===== config.mk =====
export PLATFORM = sky130hd
export DESIGN_NAME = wiscf15_ex_mem_stage_flat
export DESIGN_NICKNAME = d
export VERILOG_FILES = /design/src/rtl/wiscf15_pkg.sv /design/src/rtl/wiscf15_ex_mem_stage_if.sv /design/src/rtl/wiscf15_flag_unit.sv /design/src/rtl/wiscf15_ex_mem_stage.sv /design/src/flat_wrapper.sv
export SDC_FILE = /design/constraint.sdc
export NUM_CORES = 1
export LEC_CHECK = 0
export CORE_MARGIN = 8
export CORE_UTILIZATION = 30
export CTS_BUF_LIST = sky130_fd_sc_hd__clkbuf_16
export DETAILED_ROUTE_END_ITERATION = 6
export PLACE_DENSITY = 0.62
export REMOVE_ABC_BUFFERS = 1
export SLEW_MARGIN = 5
export SYNTH_ARGS = -nofsm -noshare
export SYNTH_HDL_FRONTEND = slang
export SYNTH_HIERARCHICAL = 1
export SYNTH_SLANG_ARGS = --single-unit

===== constraint.sdc =====
create_clock -name clk -period 5.35 [get_ports clk]
set_input_delay 0.8025 -clock clk [delete_from_list [all_inputs] [get_ports clk]]
set_output_delay 0.8025 -clock clk [all_outputs]
set_load 0.01 [all_outputs]

===== src/rtl/wiscf15_pkg.sv =====
// Shared WISC-F15 definitions: ALU opcodes, branch condition codes, the flag
// bundle, and the per-opcode flag-update mask used by both the ALU and the
// EX/MEM stage.
package wiscf15_pkg;

  localparam logic [3:0] OpAdd    = 4'b0000;
  localparam logic [3:0] OpPaddsb = 4'b0001;
  localparam logic [3:0] OpSub    = 4'b0010;
  localparam logic [3:0] OpNand   = 4'b0011;
  localparam logic [3:0] OpXor    = 4'b0100;
  localparam logic [3:0] OpSll    = 4'b0101;
  localparam logic [3:0] OpSrl    = 4'b0110;
  localparam logic [3:0] OpSra    = 4'b0111;
  localparam logic [3:0] OpLw     = 4'b1000;
  localparam logic [3:0] OpSw     = 4'b1001;
  localparam logic [3:0] OpHlt    = 4'b1111;

  typedef enum logic [2:0] {
    CccNe     = 3'b000,
    CccEq     = 3'b001,
    CccGt     = 3'b010,
    CccLt     = 3'b011,
    CccGe     = 3'b100,
    CccLe     = 3'b101,
    CccOv     = 3'b110,
    CccAlways = 3'b111
  } ccc_e;

  typedef struct packed {
    logic z;
    logic v;
    logic n;
  } flags_t;

  // Which architectural flags an opcode writes when it retires from EX.
  function automatic flags_t flag_mask(logic [3:0] func);
    flags_t m;
    m = '0;
    case (func)
      OpAdd, OpSub:                       m = 3'b111;
      OpNand, OpXor, OpSll, OpSrl, OpSra: m.z = 1'b1;
      default:                            m = '0;
    endcase
    return m;
  endfunction

endpackage


===== src/rtl/wiscf15_ex_mem_stage_if.sv =====
// EX/MEM stage bus: EX-side inputs, stall/flush control, branch condition
// query and the registered MEM-side outputs.
//   master : upstream / environment (drives ex_*, stall, flush, br_ccc)
//   slave  : the EX/MEM stage itself
interface wiscf15_ex_mem_stage_if #(
  parameter int unsigned DW = 16,
  parameter int unsigned RW = 4
);
  logic          ex_valid;
  logic [3:0]    ex_func;
  logic [DW-1:0] ex_result;
  logic          ex_v;
  logic          ex_z;
  logic          ex_n;
  logic [DW-1:0] ex_st_data;
  logic [RW-1:0] ex_dst;
  logic          ex_rf_we;
  logic          stall;
  logic          flush;
  logic [2:0]    br_ccc;

  logic          br_taken;
  logic          flag_z;
  logic          flag_v;
  logic          flag_n;
  logic          mem_valid;
  logic [DW-1:0] mem_addr;
  logic [DW-1:0] mem_wdata;
  logic          mem_re;
  logic          mem_we;
  logic [RW-1:0] mem_dst;
  logic          mem_rf_we;
  logic          halt;

  modport master (
    output ex_valid, ex_func, ex_result, ex_v, ex_z, ex_n, ex_st_data, ex_dst, ex_rf_we,
    output stall, flush, br_ccc,
    input  br_taken, flag_z, flag_v, flag_n, mem_valid, mem_addr, mem_wdata,
    input  mem_re, mem_we, mem_dst, mem_rf_we, halt
  );

  modport slave (
    input  ex_valid, ex_func, ex_result, ex_v, ex_z, ex_n, ex_st_data, ex_dst, ex_rf_we,
    input  stall, flush, br_ccc,
    output br_taken, flag_z, flag_v, flag_n, mem_valid, mem_addr, mem_wdata,
    output mem_re, mem_we, mem_dst, mem_rf_we, halt
  );
endinterface


===== src/rtl/wiscf15_flag_unit.sv =====
// Architectural Z/V/N register with per-opcode update mask, EX bypass and
// branch condition decode.
//   i_live     : EX instruction is real and not killed (valid & ~flush & ~halt)
//   i_stall    : hold the flag register
//   i_func     : EX opcode
//   i_ex_flags : raw ALU flags of the EX instruction
//   i_ccc      : condition code of the branch in decode
//   o_flags    : registered architectural flags
//   o_br_taken : condition met, evaluated on the bypassed flags
module wiscf15_flag_unit
  import wiscf15_pkg::*;
(
  input  logic       clk,
  input  logic       rst_n,
  input  logic       i_live,
  input  logic       i_stall,
  input  logic [3:0] i_func,
  input  flags_t     i_ex_flags,
  input  logic [2:0] i_ccc,
  output flags_t     o_flags,
  output logic       o_br_taken
);

  flags_t r_flags;
  flags_t w_mask;
  flags_t w_eff;
  logic   w_br;

  assign w_mask = i_live ? flag_mask(i_func) : '0;

  // Bypass ignores stall: decode must see the result the EX op will commit.
  always_comb begin
    w_eff.z = w_mask.z ? i_ex_flags.z : r_flags.z;
    w_eff.v = w_mask.v ? i_ex_flags.v : r_flags.v;
    w_eff.n = w_mask.n ? i_ex_flags.n : r_flags.n;
  end

  // With a zero mask w_eff equals r_flags, so bubbles leave the flags alone.
  always_ff @(posedge clk or negedge rst_n) begin
    if (!rst_n) begin
      r_flags <= '0;
    end else if (!i_stall) begin
      r_flags <= w_eff;
    end
  end

  always_comb begin
    w_br = 1'b0;
    unique case (ccc_e'(i_ccc))
      CccNe:     w_br = ~w_eff.z;
      CccEq:     w_br = w_eff.z;
      CccGt:     w_br = ~w_eff.z & ~w_eff.n;
      CccLt:     w_br = w_eff.n;
      CccGe:     w_br = w_eff.z | ~w_eff.n;
      CccLe:     w_br = w_eff.n | w_eff.z;
      CccOv:     w_br = w_eff.v;
      CccAlways: w_br = 1'b1;
      default:   w_br = 1'b0;
    endcase
  end

  assign o_flags    = r_flags;
  assign o_br_taken = w_br;

endmodule


===== src/rtl/wiscf15_ex_mem_stage.sv =====
// WISC-F15 EX/MEM pipeline register. Captures the ALU result and control one
// cycle after EX, gates memory and register-file strobes with mem_valid,
// latches a sticky halt on HLT, and hosts the flag unit for branch decode.
//   clk, rst_n : clock, asynchronous active-low reset
//   bus        : slave side of wiscf15_ex_mem_stage_if (EX inputs, stall,
//                flush, br_ccc in; mem_*, flags, br_taken, halt out)
module wiscf15_ex_mem_stage
  import wiscf15_pkg::*;
#(
  parameter int unsigned DW = 16,
  parameter int unsigned RW = 4
) (
  input  logic                   clk,
  input  logic                   rst_n,
  wiscf15_ex_mem_stage_if.slave  bus
);

  logic          r_valid;
  logic [DW-1:0] r_addr;
  logic [DW-1:0] r_wdata;
  logic [RW-1:0] r_dst;
  logic          r_is_lw;
  logic          r_is_sw;
  logic          r_rf_we;
  logic          r_halt;

  logic          w_live;
  logic          w_accept;
  logic          w_is_hlt;
  logic          w_is_sw;
  flags_t        w_ex_flags;
  flags_t        w_flags;

  assign w_live   = bus.ex_valid & ~bus.flush & ~r_halt;
  assign w_accept = w_live & ~bus.stall;
  assign w_is_hlt = (bus.ex_func == OpHlt);
  assign w_is_sw  = (bus.ex_func == OpSw);

  // Data fields track EX on bubbles too; only r_valid and the strobes matter.
  always_ff @(posedge clk or negedge rst_n) begin
    if (!rst_n) begin
      r_valid <= 1'b0;
      r_addr  <= '0;
      r_wdata <= '0;
      r_dst   <= '0;
      r_is_lw <= 1'b0;
      r_is_sw <= 1'b0;
      r_rf_we <= 1'b0;
      r_halt  <= 1'b0;
    end else if (!bus.stall) begin
      r_valid <= w_accept;
      r_addr  <= bus.ex_result;
      r_wdata <= bus.ex_st_data;
      r_dst   <= bus.ex_dst;
      r_is_lw <= (bus.ex_func == OpLw);
      r_is_sw <= w_is_sw;
      r_rf_we <= bus.ex_rf_we & ~w_is_sw & ~w_is_hlt;
      if (w_accept && w_is_hlt) begin
        r_halt <= 1'b1;
      end
    end
  end

  assign w_ex_flags = '{z: bus.ex_z, v: bus.ex_v, n: bus.ex_n};

  wiscf15_flag_unit u_flag_unit (
    .clk        (clk),
    .rst_n      (rst_n),
    .i_live     (w_live),
    .i_stall    (bus.stall),
    .i_func     (bus.ex_func),
    .i_ex_flags (w_ex_flags),
    .i_ccc      (bus.br_ccc),
    .o_flags    (w_flags),
    .o_br_taken (bus.br_taken)
  );

  assign bus.flag_z    = w_flags.z;
  assign bus.flag_v    = w_flags.v;
  assign bus.flag_n    = w_flags.n;
  assign bus.mem_valid = r_valid;
  assign bus.mem_addr  = r_addr;
  assign bus.mem_wdata = r_wdata;
  assign bus.mem_dst   = r_dst;
  assign bus.mem_re    = r_valid & r_is_lw;
  assign bus.mem_we    = r_valid & r_is_sw;
  assign bus.mem_rf_we = r_valid & r_rf_we;
  assign bus.halt      = r_halt;

endmodule


===== src/flat_wrapper.sv =====
// flat-port wrapper written by rule: the top's interface ports become plain ports
module wiscf15_ex_mem_stage_flat import wiscf15_pkg::*;
#(
  parameter int unsigned DW = 16,
  parameter int unsigned RW = 4
)
  (clk, rst_n, bus_ex_valid, bus_ex_func, bus_ex_result, bus_ex_v, bus_ex_z, bus_ex_n, bus_ex_st_data, bus_ex_dst, bus_ex_rf_we, bus_stall, bus_flush, bus_br_ccc, bus_br_taken, bus_flag_z, bus_flag_v, bus_flag_n, bus_mem_valid, bus_mem_addr, bus_mem_wdata, bus_mem_re, bus_mem_we, bus_mem_dst, bus_mem_rf_we, bus_halt);
  wiscf15_ex_mem_stage_if #(.DW(DW), .RW(RW)) bus_i ();
  input  logic clk;
  input  logic rst_n;
  input wire logic [$bits(bus_i.ex_valid)-1:0] bus_ex_valid;
  input wire logic [$bits(bus_i.ex_func)-1:0] bus_ex_func;
  input wire logic [$bits(bus_i.ex_result)-1:0] bus_ex_result;
  input wire logic [$bits(bus_i.ex_v)-1:0] bus_ex_v;
  input wire logic [$bits(bus_i.ex_z)-1:0] bus_ex_z;
  input wire logic [$bits(bus_i.ex_n)-1:0] bus_ex_n;
  input wire logic [$bits(bus_i.ex_st_data)-1:0] bus_ex_st_data;
  input wire logic [$bits(bus_i.ex_dst)-1:0] bus_ex_dst;
  input wire logic [$bits(bus_i.ex_rf_we)-1:0] bus_ex_rf_we;
  input wire logic [$bits(bus_i.stall)-1:0] bus_stall;
  input wire logic [$bits(bus_i.flush)-1:0] bus_flush;
  input wire logic [$bits(bus_i.br_ccc)-1:0] bus_br_ccc;
  output wire logic [$bits(bus_i.br_taken)-1:0] bus_br_taken;
  output wire logic [$bits(bus_i.flag_z)-1:0] bus_flag_z;
  output wire logic [$bits(bus_i.flag_v)-1:0] bus_flag_v;
  output wire logic [$bits(bus_i.flag_n)-1:0] bus_flag_n;
  output wire logic [$bits(bus_i.mem_valid)-1:0] bus_mem_valid;
  output wire logic [$bits(bus_i.mem_addr)-1:0] bus_mem_addr;
  output wire logic [$bits(bus_i.mem_wdata)-1:0] bus_mem_wdata;
  output wire logic [$bits(bus_i.mem_re)-1:0] bus_mem_re;
  output wire logic [$bits(bus_i.mem_we)-1:0] bus_mem_we;
  output wire logic [$bits(bus_i.mem_dst)-1:0] bus_mem_dst;
  output wire logic [$bits(bus_i.mem_rf_we)-1:0] bus_mem_rf_we;
  output wire logic [$bits(bus_i.halt)-1:0] bus_halt;
  assign bus_i.ex_valid = bus_ex_valid;
  assign bus_i.ex_func = bus_ex_func;
  assign bus_i.ex_result = bus_ex_result;
  assign bus_i.ex_v = bus_ex_v;
  assign bus_i.ex_z = bus_ex_z;
  assign bus_i.ex_n = bus_ex_n;
  assign bus_i.ex_st_data = bus_ex_st_data;
  assign bus_i.ex_dst = bus_ex_dst;
  assign bus_i.ex_rf_we = bus_ex_rf_we;
  assign bus_i.stall = bus_stall;
  assign bus_i.flush = bus_flush;
  assign bus_i.br_ccc = bus_br_ccc;
  assign bus_br_taken = bus_i.br_taken;
  assign bus_flag_z = bus_i.flag_z;
  assign bus_flag_v = bus_i.flag_v;
  assign bus_flag_n = bus_i.flag_n;
  assign bus_mem_valid = bus_i.mem_valid;
  assign bus_mem_addr = bus_i.mem_addr;
  assign bus_mem_wdata = bus_i.mem_wdata;
  assign bus_mem_re = bus_i.mem_re;
  assign bus_mem_we = bus_i.mem_we;
  assign bus_mem_dst = bus_i.mem_dst;
  assign bus_mem_rf_we = bus_i.mem_rf_we;
  assign bus_halt = bus_i.halt;
  wiscf15_ex_mem_stage #(.DW(DW), .RW(RW)) u_core (.clk(clk), .rst_n(rst_n), .bus(bus_i));
endmodule

# == Word level (Yosys, flattened, before mapping) ==
# Cells that the tools add are included.
# totals
register_bits,44
input_bits,52
out_inout_bits,45
word_cells,58
# op_classes
eq_ne,16
n_mux,7
bitwise,18
n_reduce_logical,6
# ops
operator,n
$eq 4x3->1 const B,4
$eq 3x3->1 const B,4
$eq 4x4->1 const B,3
$and 1x1->1,9
$eq 4x2->1 const B,2
$pmux 1 s8,1
$not 1->1,7
$reduce_or 7->1,1
$eq 3x2->1 const B,2
$logic_not 4->1,1
$mux 1,4
$eq 3x1->1 const B,1
$logic_not 3->1,1
$mux 3,1
$mux 2,1
$or 1x1->1,2
$reduce_and 2->1,1
$reduce_or 2->1,1
$logic_and 1x1->1,1

# == Longest topological paths before layout ==
# logic_depth
depth_word,8
mapped_depth,7
ltp_nobuf,7

# == Hierarchy ==
# The synthesis kept the hierarchy.
# modules_own_cells
mod,n_inst,cells_per_inst,area_each_um2,seq_area_each_um2
wiscf15_ex_mem_stage,1,101,1594.0,1026.0
wiscf15_flag_unit,1,27,271.5,75.1

# == Least setup slack after synthesis ==
# Ideal clock, no wire load.
# synth_path
kind,input -> output
startpoint,in bus_flush
endpoint,out bus_br_taken
arrival_time_ns,2.350
t_required_ns,4.548
setup_slack_ns,2.197
cell_stages,7
path_buffers,0
cell_sequence,nand2b_1 -> nor2_1 -> nor4b_4 -> mux2_2 -> or2_2 -> a21oi_1 -> o211ai_2
# synth_via
elab_chain_cells,8
elab_cells_between_ends,13
cone_classes,mux: 5; bitwise: 8
# synth_rtl
item,line,rtl
start: declaration,flat_wrapper.sv:21,input wire logic [$bits(bus_i.flush)-1:0] bus_flush;
$not 1->1 *,wiscf15_ex_mem_stage.sv:34,assign w_live = bus.ex_valid & ~bus.flush & ~r_halt;
$and 1x1->1 * (2 in a row),wiscf15_ex_mem_stage.sv:34,
named net u_core.w_live,wiscf15_ex_mem_stage.sv:27,logic w_live;
$mux 3 *,wiscf15_flag_unit.sv:29,assign w_mask = i_live ? flag_mask(i_func) : '0;
$mux 1 (on tied branches),"wiscf15_flag_unit.sv:35, wiscf15_flag_unit.sv:33",
$not 1->1 (on tied branches),"wiscf15_flag_unit.sv:52, wiscf15_flag_unit.sv:54, wiscf15_flag_unit.sv:50",
$or 1x1->1 / $and 1x1->1 (equally long branches),"wiscf15_flag_unit.sv:54, wiscf15_flag_unit.sv:52",
$pmux 1 s8 *,wiscf15_flag_unit.sv:49,unique case (ccc_e'(i_ccc))
end: declaration,flat_wrapper.sv:23,output wire logic [$bits(bus_i.br_taken)-1:0] bus_br_taken;
# Mark *: on every way through the listed nets, which the timed path passes. The rest lies on a longest branch.

# == Worst setup path in the final report ==
# Same ends and word-level chain as after synthesis.

==> results.toml <==
[setup_path]
path_class = "in -> out"
rrSetupSlack_ns = 3.60
path_cells = "clkdlybuf4s50_1, nand2b_1, nor2_1, nor4b_4, mux2_2, a2111o_1, o211ai_2, clkdlybuf4s50_1"
critPathMaxStageDelay_ns = 0.55
path_buf_inv = 2
worstSetupStartpointType = "input port"
cp-end-kind = "primary output"
rr_worst_depth = 4
crit_fanout = 5
r2r-end = "u_core/u_flag_unit/o_flags[0]"
required_ns = 4.55
cp.arrival_ns = 3.37
crit_path_top_delay_cell = "clkdlybuf4s50_1"
crit_path_frequent_cell = "clkdlybuf4s50_1"
cp_top_family = "buffers and inverters"
rr_startpoint = "u_core/bus.halt"
crit_start = "bus_flush"

[placed_design]
dp_hpwl_mm = 3.76
dp_cells = 295
pre_cts_ws_ns = 1.16
gp_congestion = 0.754
portBuffers = 96

[timing]
fmaxAchievable_mhz = 240
slew_headroom = 0.334
fin_tns_setup_ns = 0
grt_setup_unrepaired = "no"
fin_skew_ns = 0.00130
tightestPinTransition_ns = 1.00
drv_slew = 0
finalCritPeriodShare = 0.779
layout_min_cycle_time_ns = 4.17
setup_viol = 0
finalHoldViolations = 0
setup_ws_ns = 1.18

[grt]
grt_pass1_wl_mm = 7.58
grt_max_degree = 50
antenna_found_initial = 0
grt_overflow_total = 0
grt_pass1_vias = 1478
grt_usage = 0.109

[floorplanning]
core_um2 = 5960
rows = 28
die-area_um2 = 9000
dieWidth_um = 94.9
io_pins = 97
dieHeight_um = 94.9
start_util = 0.313

[clock_network]
cts-root-buf = "clkbuf_16"
numClockSinks = 44
cts_buffers = 5
cts.repair.resized = 0
hold_buffers = 0
htreeDepth = 2
tritoncts = "built"
clock_latency_ns = 0.27
clkTransAtPathRegs_ns = 0.06
clockBufferDepth = 2
post_cts_buffers = 0

[min_path]
holdCritPathClass = "reg -> reg"
holdPathStages = 2
whs_endpoint = "u_core/r_is_lw"
hp-start = "u_core/r_is_lw"

[cells_and_area]
fin_nets = 279
final_cells = 303
drive_gt1_frac = 0.250
diodes = 0
area_growth_pct = 63.3

[pwr]
power_density_nw_per_um2 = 290
power_w = 0.000885
leakage_nw = 1.25
ir_worst_vdd_mv = 0.159

[route]
wirelength_mm = 4.91
postRouteAntennaNets = 0
top_layer = "met4"
wl_met1_mm = 1.92
num_vias = 1374
met2_length_mm = 2.57
drc = 0
route.met3.wl_um = 327
drtPass1Iterations = 4
wl_per_cell_um = 16.2
drtIter0Drc = 21
avgViaCountPerCell = 4.53

[synth]
ys_seq_elements = 44
ys.warnings.count = 6
synth.avg_cell_area_um2 = 14.6
synthesis.area_um2 = 1870
synth_seq_area_share = 0.590
synth_cells = 128
synth_cell_types = 30

[run_status]
status = "completed"

[flow_run]
cap_violations = 0
cell usage in the layout (no fill, tap or decap), drive strengths merged, types with 2 or more instances in the layout:
master,n
inv,5
clkdlybuf4s50,94
o31ai,2
mux2,40
a21oi,2
buf,3
dfrtp,44
o41ai,2
nor2,2
nand2,7
clkbuf,5
and2,3
nand4,2
worst max path at each step:
stage	to	depth (start not counted)
2_1_floorplan	bus_br_taken	7
3_3_place_gp	bus_br_taken	8
3_5_place_dp	bus_br_taken	8
4_1_cts	bus_br_taken	8
5_1_grt	bus_br_taken	8
6_report	bus_br_taken	8
per-layer routing:
layer / vias up / global-route usage
li1: 656 / -
met2: 44 / 0.194
met4: 0 / 0.0507
met1: 670 / 0.116
met3: 4 / 0.0349
met5: - / 0
per-stage QoR:
step / utilization / hold WS [ns] / instance area [um2]
finish: 0.512 / 0.481 / 3050
global route: 0.512 / 0.506 / 3050
CTS: 0.512 / 0.488 / 3050
detailed placement: 0.484 / 0.473 / 2880
global placement: 0.484 / 0.467 / 2880
floorplan: - / 0.438 / 1830
registers in the layout (all words and copies together), names as in the netlist:
signal / cells
u_core/bus.mem_addr: 16
u_core/bus.mem_dst: 4
u_core/bus.mem_wdata: 16
u_core/r_is_sw: 1
u_core/r_rf_we: 1
u_core/bus.halt: 1
u_core/bus.mem_valid: 1
u_core/u_flag_unit/o_flags: 3
u_core/r_is_lw: 1
worst reg2reg max path, stage by stage, from the launching register on:
cell     delay, ns
dfrtp_1       0.41
nor2_1        0.22
nor4b_4       0.31
mux2_2        0.42
mux2_2        0.27
cell families (layout without fill, tap and decap cells):
family	Yosys count	in the layout	share of synthesized area
AO/OA/AOI/OAI	11	11	0.0516
XOR/XNOR	1	1	0.00470
buffers and inverters	9	109	0.0268
flip-flops	44	44	0.590
multiplexers	41	41	0.247
AND/OR/NAND/NOR	22	22	0.0798
final cells by class:
type / count / area, um2
fillers: 544 / 2910
flip-flops and latches: 44 / 1100
repair buffers: 97 / 958
multi-input cells: 75 / 714
clock buffers: 5 / 125
well taps: 75 / 93.8
clock inverters: 3 / 38.8
inverters: 4 / 15.0
power by group:
| part | total (W) | leakage [nW] | switching (W) | internal (W) |
|---|---|---|---|---|
| Sequential | 0.000377 | 0.520 | 0.0000139 | 0.000363 |
| Clock | 0.000334 | 0.0850 | 0.000116 | 0.000217 |
| Combinational | 0.000174 | 0.640 | 0.0000632 | 0.000111 |
synth_stat cells:
| library cell | instances | area share |
|---|---|---|
| dfrtp_1 | 44 | 0.59 |
| nand2_2 | 1 | 0.0034 |
| a2111o_1 | 1 | 0.0060 |
| nand4b_1 | 1 | 0.0047 |
| nand2b_1 | 1 | 0.0034 |
| nor2b_1 | 1 | 0.0034 |
| nand4_1 | 1 | 0.0034 |
| nor4b_4 | 1 | 0.013 |
| a31o_2 | 1 | 0.0047 |
| a21oi_1 | 2 | 0.0054 |
| inv_1 | 4 | 0.0080 |
| nand2_1 | 6 | 0.012 |
| nand4_2 | 1 | 0.0067 |
| and2_1 | 3 | 0.010 |
| or3b_1 | 1 | 0.0047 |
| nor2_1 | 2 | 0.0040 |
| o21ai_1 | 1 | 0.0027 |
| xor2_1 | 1 | 0.0047 |
| o41ai_1 | 1 | 0.0047 |
| o41ai_2 | 1 | 0.0087 |
| or4b_1 | 1 | 0.0054 |
| nand3_1 | 1 | 0.0027 |
| o31a_1 | 1 | 0.0047 |
| o31ai_1 | 2 | 0.0080 |
| o211ai_2 | 1 | 0.0067 |
| mux2_2 | 40 | 0.24 |
| mux2i_1 | 1 | 0.0054 |
| buf_2 | 1 | 0.0027 |
| or2_2 | 1 | 0.0034 |
| buf_4 | 4 | 0.016 |
No activity file was read; power rests on OpenSTA's default activity.
